--- src/rtl/prv32_div_seq_pkg.sv ---
// Shared definitions for the sequential RV32M divider: op encodings and widths.
package prv32_div_seq_pkg;

    localparam int unsigned DIV_XLEN  = 32;
    localparam int unsigned DIV_CNT_W = 5;

    // M-extension divide op encodings, shared with the rest of the execute stage
    typedef enum logic [1:0] {
        DIV_OP_DIV  = 2'b00,
        DIV_OP_DIVU = 2'b01,
        DIV_OP_REM  = 2'b10,
        DIV_OP_REMU = 2'b11
    } div_op_e;

    // bit 0 clear selects the signed variants (DIV, REM)
    function automatic logic div_op_signed(input logic [1:0] op);
        return ~op[0];
    endfunction

    // bit 1 set selects the remainder variants (REM, REMU)
    function automatic logic div_op_is_rem(input logic [1:0] op);
        return op[1];
    endfunction

endpackage

--- src/rtl/prv32_div_step.sv ---
// One restoring shift-subtract step on a W+1 bit partial remainder.
module prv32_div_step #(
    parameter int unsigned W = 32
) (
    input  logic [W:0]   rem_in,
    input  logic         dvd_msb,
    input  logic [W-1:0] divisor,
    output logic         qbit,
    output logic [W:0]   rem_out
);

    logic [W+1:0] rem_sh;
    logic [W+1:0] diff;

    // shift in the next dividend bit, keep the difference only when it did not borrow
    always_comb begin
        rem_sh  = {rem_in, dvd_msb};
        diff    = rem_sh - {2'b00, divisor};
        qbit    = ~diff[W+1];
        rem_out = qbit ? diff[W:0] : rem_sh[W:0];
    end

endmodule

--- src/rtl/prv32_div_seq.sv ---
// Multi-cycle RV32M divider: 32 restoring steps, special cases bypass the loop.
module prv32_div_seq
    import prv32_div_seq_pkg::*;
#(
    parameter int unsigned XLEN = DIV_XLEN
) (
    input  logic            clk,
    input  logic            rst_n,
    input  logic            start,
    input  logic [1:0]      op,
    input  logic [XLEN-1:0] a,
    input  logic [XLEN-1:0] b,
    input  logic            flush,
    output logic            busy,
    output logic            valid,
    output logic [XLEN-1:0] result
);

    typedef enum logic [1:0] {
        S_IDLE = 2'b00,
        S_RUN  = 2'b01,
        S_DONE = 2'b10
    } state_e;

    state_e                 state;
    logic [DIV_CNT_W-1:0]   cnt;
    logic [1:0]             op_q;
    logic [XLEN-1:0]        dvd_q;
    logic [XLEN-1:0]        dvs_q;
    logic [XLEN:0]          rem_q;
    logic                   neg_quo_q;
    logic                   neg_rem_q;

    logic                   a_neg;
    logic                   b_neg;
    logic [XLEN-1:0]        a_mag;
    logic [XLEN-1:0]        b_mag;
    logic                   div0;
    logic                   ovf;
    logic                   qbit;
    logic [XLEN:0]          rem_nx;
    logic [XLEN-1:0]        quo_fix;
    logic [XLEN-1:0]        rem_fix;
    logic [XLEN-1:0]        res_c;

    // operand magnitudes and special-case detection at latch time
    always_comb begin
        a_neg = div_op_signed(op) & a[XLEN-1];
        b_neg = div_op_signed(op) & b[XLEN-1];
        a_mag = a_neg ? -a : a;
        b_mag = b_neg ? -b : b;
        div0  = (b == '0);
        ovf   = div_op_signed(op) && (a == {1'b1, {(XLEN-1){1'b0}}}) && (b == '1);
    end

    prv32_div_step #(.W(XLEN)) u_step (
        .rem_in  (rem_q),
        .dvd_msb (dvd_q[XLEN-1]),
        .divisor (dvs_q),
        .qbit    (qbit),
        .rem_out (rem_nx)
    );

    // sign correction and quotient/remainder selection for the final result
    always_comb begin
        quo_fix = neg_quo_q ? -dvd_q : dvd_q;
        rem_fix = neg_rem_q ? -rem_q[XLEN-1:0] : rem_q[XLEN-1:0];
        res_c   = div_op_is_rem(op_q) ? rem_fix : quo_fix;
    end

    // control FSM with operand, iteration and output registers
    always_ff @(posedge clk or negedge rst_n) begin
        if (!rst_n) begin
            state     <= S_IDLE;
            cnt       <= '0;
            op_q      <= '0;
            dvd_q     <= '0;
            dvs_q     <= '0;
            rem_q     <= '0;
            neg_quo_q <= 1'b0;
            neg_rem_q <= 1'b0;
            busy      <= 1'b0;
            valid     <= 1'b0;
            result    <= '0;
        end else begin
            valid <= 1'b0;
            if (flush) begin
                state <= S_IDLE;
                cnt   <= '0;
                busy  <= 1'b0;
            end else begin
                case (state)
                    S_IDLE: begin
                        if (start) begin
                            op_q  <= op;
                            dvs_q <= b_mag;
                            cnt   <= '0;
                            busy  <= 1'b1;
                            if (div0) begin
                                // divide by zero wins over overflow
                                dvd_q     <= '1;
                                rem_q     <= {1'b0, a};
                                neg_quo_q <= 1'b0;
                                neg_rem_q <= 1'b0;
                                state     <= S_DONE;
                            end else if (ovf) begin
                                dvd_q     <= {1'b1, {(XLEN-1){1'b0}}};
                                rem_q     <= '0;
                                neg_quo_q <= 1'b0;
                                neg_rem_q <= 1'b0;
                                state     <= S_DONE;
                            end else begin
                                dvd_q     <= a_mag;
                                rem_q     <= '0;
                                neg_quo_q <= a_neg ^ b_neg;
                                neg_rem_q <= a_neg;
                                state     <= S_RUN;
                            end
                        end
                    end
                    S_RUN: begin
                        // dividend register fills with quotient bits from the right
                        dvd_q <= {dvd_q[XLEN-2:0], qbit};
                        rem_q <= rem_nx;
                        cnt   <= cnt + DIV_CNT_W'(1);
                        if (cnt == DIV_CNT_W'(XLEN-1)) begin
                            state <= S_DONE;
                        end
                    end
                    S_DONE: begin
                        valid  <= 1'b1;
                        result <= res_c;
                        busy   <= 1'b0;
                        state  <= S_IDLE;
                    end
                    default: begin
                        state <= S_IDLE;
                        busy  <= 1'b0;
                    end
                endcase
            end
        end
    end

endmodule

--- config.mk ---
export PLATFORM = sky130hd
export DESIGN_NAME = prv32_div_seq
export DESIGN_NICKNAME = d
export VERILOG_FILES = /design/src/rtl/prv32_div_seq_pkg.sv /design/src/rtl/prv32_div_step.sv /design/src/rtl/prv32_div_seq.sv
export SDC_FILE = /design/constraint.sdc
export NUM_CORES = 1
export LEC_CHECK = 0
export ABC_AREA = 1
export CAP_MARGIN = 25
export CORE_MARGIN = 5
export CORE_UTILIZATION = 60
export CTS_BUF_LIST = sky130_fd_sc_hd__clkbuf_16
export CTS_CLUSTER_SIZE = 10
export DETAILED_ROUTE_END_ITERATION = 12
export GPL_ROUTABILITY_DRIVEN = 0
export PLACE_DENSITY = 0.82
export SYNTH_ARGS = -nofsm -noshare
export SYNTH_HDL_FRONTEND = slang
export SYNTH_SLANG_ARGS = --single-unit
--- constraint.sdc ---
create_clock -name clk -period 6.53 [get_ports clk]
set_input_delay 1.306 -clock clk [delete_from_list [all_inputs] [get_ports clk]]
set_output_delay 1.306 -clock clk [all_outputs]
set_load 0.1 [all_outputs]
==> run summary, run 1 <==
Cts repair resizes -> 0
GRT Residual Overflow -> 0
Initial Utilization -> 61.1%
First-pass GRT wire length -> 71.9 mm
Tmin final -> 3.66 ns
Largest net degree at the start of global routing -> 86
Crit-path cells -> clkdlybuf4s50_1, nor2_1, inv_1, nor3_4, buf_4, nor2_4, buf_4, inv_1, nand2_4, inv_2, nand3_1, and2_1
Worst IR drop on VDD -> 320 uV
XOR/XNOR share of the synthesized area -> 3.55%
Initial drt markers -> 2114
Setup ws final -> 2.87 ns
Top cells by area, synth -> dfrtp_1 26%, nand2_1 18%, inv_1 10%
Delay-heaviest family, CP -> buffers and inverters
Critical R2R Capture -> dvd_q[3]
Critical path class -> input port to flip-flop
HP Class -> flip-flop to flip-flop
Worst Path Required -> 6.85 ns
Clk_lat worst skew -> 0.44 ns
Synth Area in Compound Gates -> 15.1%
Main synth FF type -> dfrtp_1
DRT Pass-1 Iters -> 7
R2r worst-path depth -> 9
Final hold vios -> 0
Reg2Reg Setup Slack -> 3.64 ns
Vias -> 14953
Total track usage -> 34.9%
Max Slew Vio Count -> 0
Setup crit start kind -> input port
Slowest-stage cell, CP -> clkdlybuf4s50_1
Pre-CTS setup slack -> 2.54 ns
Die width -> 159 um
Syn_nets -> 2308
Relative slew slack -> 33.1%
Crit path from -> flush
Antenna-violating nets left -> 0
Fmax -> 273 MHz
Clock root buffer -> clkbuf_16
CP Max Fanout -> 36
Share of synthesized cell area in full adder, half adder and majority cells -> 3.81%
# H-tree levels -> 4
I/O Buffers -> 103
DR vias/cell -> 5.85
RSZ-0062 raised after global routing -> no
Routed wire length -> 45.5 mm
Area leader, netlist -> dfrtp_1
DRC viols -> 0
Worst slew pin tran -> 1.00 ns
Worst Clk Skew -> 0.0191 ns
Vias in the first global route -> 13744
CP max stage delay -> 0.49 ns
Leakage -> 7.73 nW
Yosys warns -> 0
Simple-gate share of the synthesized area -> 38.3%
Syn Area/Cell -> 6.07 sq um
Fin crit share -> 56.0%
Gate Count Post-Synth -> 2198
Crit end category -> flip-flop
Placement Rows -> 54
Asr flop ratio synth -> 100%
Post-CTS Setup Bufs -> 0
WP data arrival -> 3.98 ns
Longest Clk Path Bufs -> 2
Fraction of synthesized area in multiplexers -> 0%
Final HPWL DP -> 35.9 mm
Largest family of logic cells by synthesized area -> simple AND/OR/NAND/NOR gates
Clock sink count -> 141
Routed WL per cell -> 17.8 um
Die Y-Extent -> 159 um
PD cells -> 612 mW/mm^2
Io pins -> 104
Levels on crit path -> 12
R2r startpoint -> state[0]
Post-synth top cells -> 632 x nand2_1, 355 x inv_1, 197 x nor2_1
EDFF count, synth -> 0
Share of the synthesized area in the top cell type -> 26.5%
Area growth, synth to finish -> 12.9%
Util after Layout -> 69.0%
CP Buf/Inv Count -> 6
Setup TNS -> 0 ns
Final Setup Violations -> 0
Netlist cell types -> 54
Core ar. -> 0.0218 sq mm
Fillers -> 1946
CTS tree -> done
Cts hold-fix bufs -> 0
Number of max-cap violations -> 0
Antenna violations before repair -> 1
Die area -> 0.0253 sq mm
Cell with the most instances after synthesis -> nand2_1
Post-synthesis sequential area ratio -> 26.5%
Synthesized area -> 0.0133 sq mm
Layout net count -> 2372
Outcome -> complete, no violations
Number of synthesized register bits -> 141
Layout cells sized above 1 -> 4.35%
Num CTS Buffers -> 17
CTS clk-pin slew, worst paths -> 0.07 ns
CP endpoint -> dvd_q[3]
==> kinds of logic after synthesis <==
family	Yosys count
fa+ha+maj	40
flops	141
compound gates	360
simple gates	1170
buf+inv	433
xor+xnor	54
==> cell type report <==
class	instances	area, sq um	share of cell area (%)
Multi-Input combinational cell	1624	8120	54.0
Sequential cell	141	3530	23.4
Inverter	366	1370	9.13
Timing Repair Buffer	112	1100	7.31
Clock buffer	17	425	2.83
Tap cell	280	350	2.33
Clock inverter	15	151	1.01
Antenna cell	1	2.50	0.0166
==> flip-flops by register name, summed over array words and instances (netlist names) <==
register and count:
neg_quo_q 1, valid 1, neg_rem_q 1, cnt 5, result 32, busy 1, state 2, dvd_q 32
op_q 1, rem_q 33, dvs_q 32
==> worst register-to-register path, stage by stage (launching register included) <==
cell	delay, ns
dfrtp_1	0.45
inv_1	0.14
nor2_4	0.09
buf_4	0.49
inv_2	0.51
nand4_4	0.35
nand2_4	0.23
inv_2	0.25
nand3_1	0.12
and2_1	0.15
==> layout by cell type (no fill, tap or decap), drive strengths merged, types with 2 or more instances in the layout <==
cell           instances
ha                    39
a31oi                  6
a22oi                  9
o31ai                  5
o21a                  11
and2                   6
buf                   10
o21bai                 6
xnor2                 11
nor3                  53
a2bb2oi                7
clkdlybuf4s50        102
nand4                 40
nand3                200
o2111ai                2
clkbuf                17
o211ai                 9
nor3b                  3
nor4                   5
xor2                  43
a21oi                134
or2                    7
o22ai                 13
a21boi                 4
o21ai                149
o32ai                  3
clkinv                 8
nor2                 207
nand2                643
inv                  372
nand3b                 6
dfrtp                141
==> how the worst min path moves through the flow <==
stage               startpoint          to  slack, ns  cells after the start
floorplan            dvs_q[27]   dvs_q[27]       0.45                      2
finish              result[28]  result[28]       0.48                      2
CTS                 result[27]  result[27]       0.48                      2
detailed placement  result[27]  result[27]       0.46                      2
global route        result[27]  result[27]       0.51                      2
global placement    result[17]  result[17]       0.46                      2
==> power by group <==
| group | internal (W) | switching (W) | total, W |
|---|---|---|---|
| Combinational | 0.00194 | 0.00456 | 0.00649 |
| Clock | 0.000538 | 0.000439 | 0.000977 |
| Sequential | 0.00129 | 0.000452 | 0.00175 |
==> routing by layer <==
metal / vias up / share of wire [%] / wire [um] / GRT usage (%)
li1: 7196 / - / - / -
met1: 6723 / 40 / 18400 / 49.0
met2: 890 / 43 / 19500 / 53.0
met3: 142 / 12 / 5680 / 7.69
met4: 2 / 4.3 / 1940 / 13.0
met5: - / 0.018 / 8 / 0
==> per-stage QoR <==
step | cells | area (sq um) | hold slack [ns] | total power [W]
floorplan | 2198 | 13300 | 0.449 | 0.00640
global placement | 2523 | 14500 | 0.465 | 0.00790
detailed placement | 2523 | 14500 | 0.464 | 0.00801
CTS | 2555 | 15100 | 0.483 | 0.00903
global route | 2555 | 15100 | 0.505 | 0.00992
finish | 2556 | 15100 | 0.478 | 0.00921
Power figures use the tool's default switching activity.
==> inputs of run 2 (changes only) <==
--- a/config.mk
+++ b/config.mk
@@ -8,12 +8,12 @@
 export ABC_AREA = 1
 export CAP_MARGIN = 25
 export CORE_MARGIN = 5
-export CORE_UTILIZATION = 60
+export CORE_UTILIZATION = 55
 export CTS_BUF_LIST = sky130_fd_sc_hd__clkbuf_16
 export CTS_CLUSTER_SIZE = 10
 export DETAILED_ROUTE_END_ITERATION = 12
 export GPL_ROUTABILITY_DRIVEN = 0
-export PLACE_DENSITY = 0.82
+export PLACE_DENSITY = 0.79
 export SYNTH_ARGS = -nofsm -noshare
 export SYNTH_HDL_FRONTEND = slang
 export SYNTH_SLANG_ARGS = --single-unit
==> constraint.sdc (replaced) <==
create_clock -name clk -period 3.1 [get_ports clk]
set_input_delay 0.62 -clock clk [delete_from_list [all_inputs] [get_ports clk]]
set_output_delay 0.62 -clock clk [all_outputs]
set_load 0.1 [all_outputs]
==> run 2 against run 1 <==
Compared with the run above: final cell count increased by 2.7%; clock-buffer cell count unchanged; clock power increased by 120%; die area increased by 8.5%; worst setup slack got worse by 2.5 ns; non-clock buffer count increased by 26; register-to-register slack got worse by 3.3 ns; sequential share of layout area decreased by 0.33 points; largest power group unchanged.
==> run summary, run 2 (same netlist as run 1, synthesis figures left out) <==
Total chip power -> 0.0195 W (was 0.00921 W)
DR vias/cell -> 5.85 (about the same)
Leakage -> 7.91 nW (was 7.73 nW)
Core ar. -> 0.0241 sq mm (was 0.0218 sq mm)
Antenna violations before repair -> 0 (was 1)
Final HPWL DP -> 37.7 mm (was 35.9 mm)
Vias in the first global route -> 14130 (was 13744)
Number of max-cap violations -> 0 (unchanged)
Crit end category -> flip-flop (unchanged)
Most frequent cells in the layout -> 632 x nand2_1, 355 x inv_1, 194 x nor2_1, 193 x nand3_1, 141 x dfrtp_1 (was 632 x nand2_1, 355 x inv_1, 195 x nor2_1, 193 x nand3_1, 141 x dfrtp_1)
Clock root buffer -> clkbuf_16 (unchanged)
Area growth, synth to finish -> 14.6% (was 12.9%)
Fin crit share -> 87.7%
Final instance area -> 0.0153 sq mm (was 0.0151 sq mm)
WP data arrival -> 3.03 ns (was 3.98 ns)
Initial drt markers -> 2175 (was 2114)
Worst Clk Skew -> 0.0188 ns (was 0.0191 ns)
Routed WL per cell -> 18.1 um (was 17.8 um)
Fmax -> 368 MHz
Fin Hold WS -> 0.155 ns (was 0.478 ns)
Longest Clk Path Bufs -> 2 (unchanged)
Util after Layout -> 63.4% (was 69.0%)
Antenna-violating nets left -> 0 (unchanged)
Register with the most flip-flops -> rem_q (unchanged)
Setup crit start kind -> flip-flop (was input port)
Most common cell after layout, fill and taps aside -> nand2_1 (unchanged)
RSZ-0062 raised after global routing -> no (unchanged)
DRT Pass-1 Iters -> 9 (was 7)
Relative slew slack -> 55.0% (was 33.1%)
Total track usage -> 33.7% (was 34.9%)
Routed wire length -> 47.6 mm (was 45.5 mm)
Die width -> 166 um (was 159 um)
Setup TNS -> 0 ns (unchanged)
Worst slew pin tran -> 0.674 ns (was 1.00 ns)
Placed inst area -> 0.0147 sq mm (was 0.0145 sq mm)
HP Class -> input port to async pin (was flip-flop to flip-flop)
Num CTS Buffers -> 17 (unchanged)
Largest net degree at the start of global routing -> 101 (was 86)
Clk_lat worst skew -> 0.44 ns (about the same)
Tmin final -> 2.72 ns
Vias -> 15362 (was 14953)
Worst Path Required -> 3.41 ns (was 6.85 ns)
Final hold vios -> 0 (unchanged)
Layout cells sized above 1 -> 7.00% (was 4.35%)
I/O Buffers -> 103 (unchanged)
CP Max Fanout -> 25 (was 36)
Placement Rows -> 57 (was 54)
PD cells -> 1280 mW/mm^2 (was 612 mW/mm^2)
Outcome -> complete, no violations (unchanged)
First-pass GRT wire length -> 75.2 mm (was 71.9 mm)
Layout net count -> 2398 (was 2372)
CTS tree -> done (unchanged)
Post-CTS Setup Bufs -> 0 (unchanged)
GRT Residual Overflow -> 0 (unchanged)
Final Setup Violations -> 0 (unchanged)
Io pins -> 104 (unchanged)
Max Slew Vio Count -> 0 (unchanged)
Die Y-Extent -> 166 um (was 159 um)
Initial Utilization -> 55.3% (was 61.1%)
DRC viols -> 0 (unchanged)
R2r worst-path depth -> 12 (was 9)
Max reg flops -> 33 (unchanged)
# H-tree levels -> 4 (unchanged)
Worst IR drop on VDD -> 801 uV (was 320 uV)
Cts hold-fix bufs -> 0 (unchanged)
Critical path class -> flip-flop to flip-flop (was input port to flip-flop)
CTS clk-pin slew, worst paths -> 0.07 ns (about the same)
Die area -> 0.0275 sq mm (was 0.0253 sq mm)
Clock sink count -> 141 (unchanged)
Cts repair resizes -> 0 (unchanged)
==> run 2: changes by cell type in the layout (fill, tap and decap cells not counted), moves of 2 or more <==
cell and delta:
clkinvlp_4 +2, clkdlybuf4s50_1 -34, buf_12 +2, buf_4 +58, clkinv_8 +3, clkinv_4 -3
==> run 2: path summary, 6_finish.rpt <==
path | end | slack [ns] | from
max reg2reg | rem_q[0] | 0.38 | rem_q[16]
min reg2reg | result[31] | 0.49 | result[31]
min | cnt[1] | 0.16 | rst_n
max in group asynchronous | rem_q[22] | 2.17 | rst_n
min in group clk | result[31] | 0.49 | result[31]
max | rem_q[0] | 0.38 | rem_q[16]
==> run 2: critical path: stages (launching register included) <==
cell     delay (ns)
dfrtp_1        0.48
ha_1           0.44
nand2_1        0.14
nor2_1         0.25
nand2_1        0.16
nor2_2         0.18
nand2_4        0.10
nand2_4        0.09
nand2_4        0.17
nand2_4        0.29
nand2_1        0.08
nand3_1        0.12
a21oi_1        0.08
==> run 2: power by group <==
group	leakage (nW)	total (W)	internal, W	switching (W)
combinational	5.92	0.0137	0.00410	0.00964
sequential	1.70	0.00367	0.00273	0.000948
clock	0.289	0.00213	0.00115	0.000981
total	7.91	0.0195	0.00797	0.0116
==> run 2: layout make-up <==
class | count | area, sq um
timing repair buffer | 138 | 1230
multi-input combinational | 1624 | 8130
clock buffer | 17 | 425
clock inverter | 15 | 176
tap | 324 | 405
antenna | 1 | 2.50
inverter | 366 | 1370
fill | 2280 | 8830
sequential | 141 | 3530
==> run 2: routing by layer <==
layer / wire length, um / up-vias / track usage [%]
met2: 19500 / 991 / 48.8
met4: 2930 / 0 / 18.1
li1: - / 7244 / -
met5: 0 / - / 0
met1: 19000 / 6924 / 46.5
met3: 6090 / 203 / 8.29
==> run 2: through the flow <==
step / std cells / worst slack, ns
6_report: 2626 / 0.381
5_1_grt: 2625 / 0.162
4_1_cts: 2625 / 0.441
3_5_place_dp: 2593 / 0.0152
3_3_place_gp: 2593 / 0.133
2_1_floorplan: 2198 / 0.916
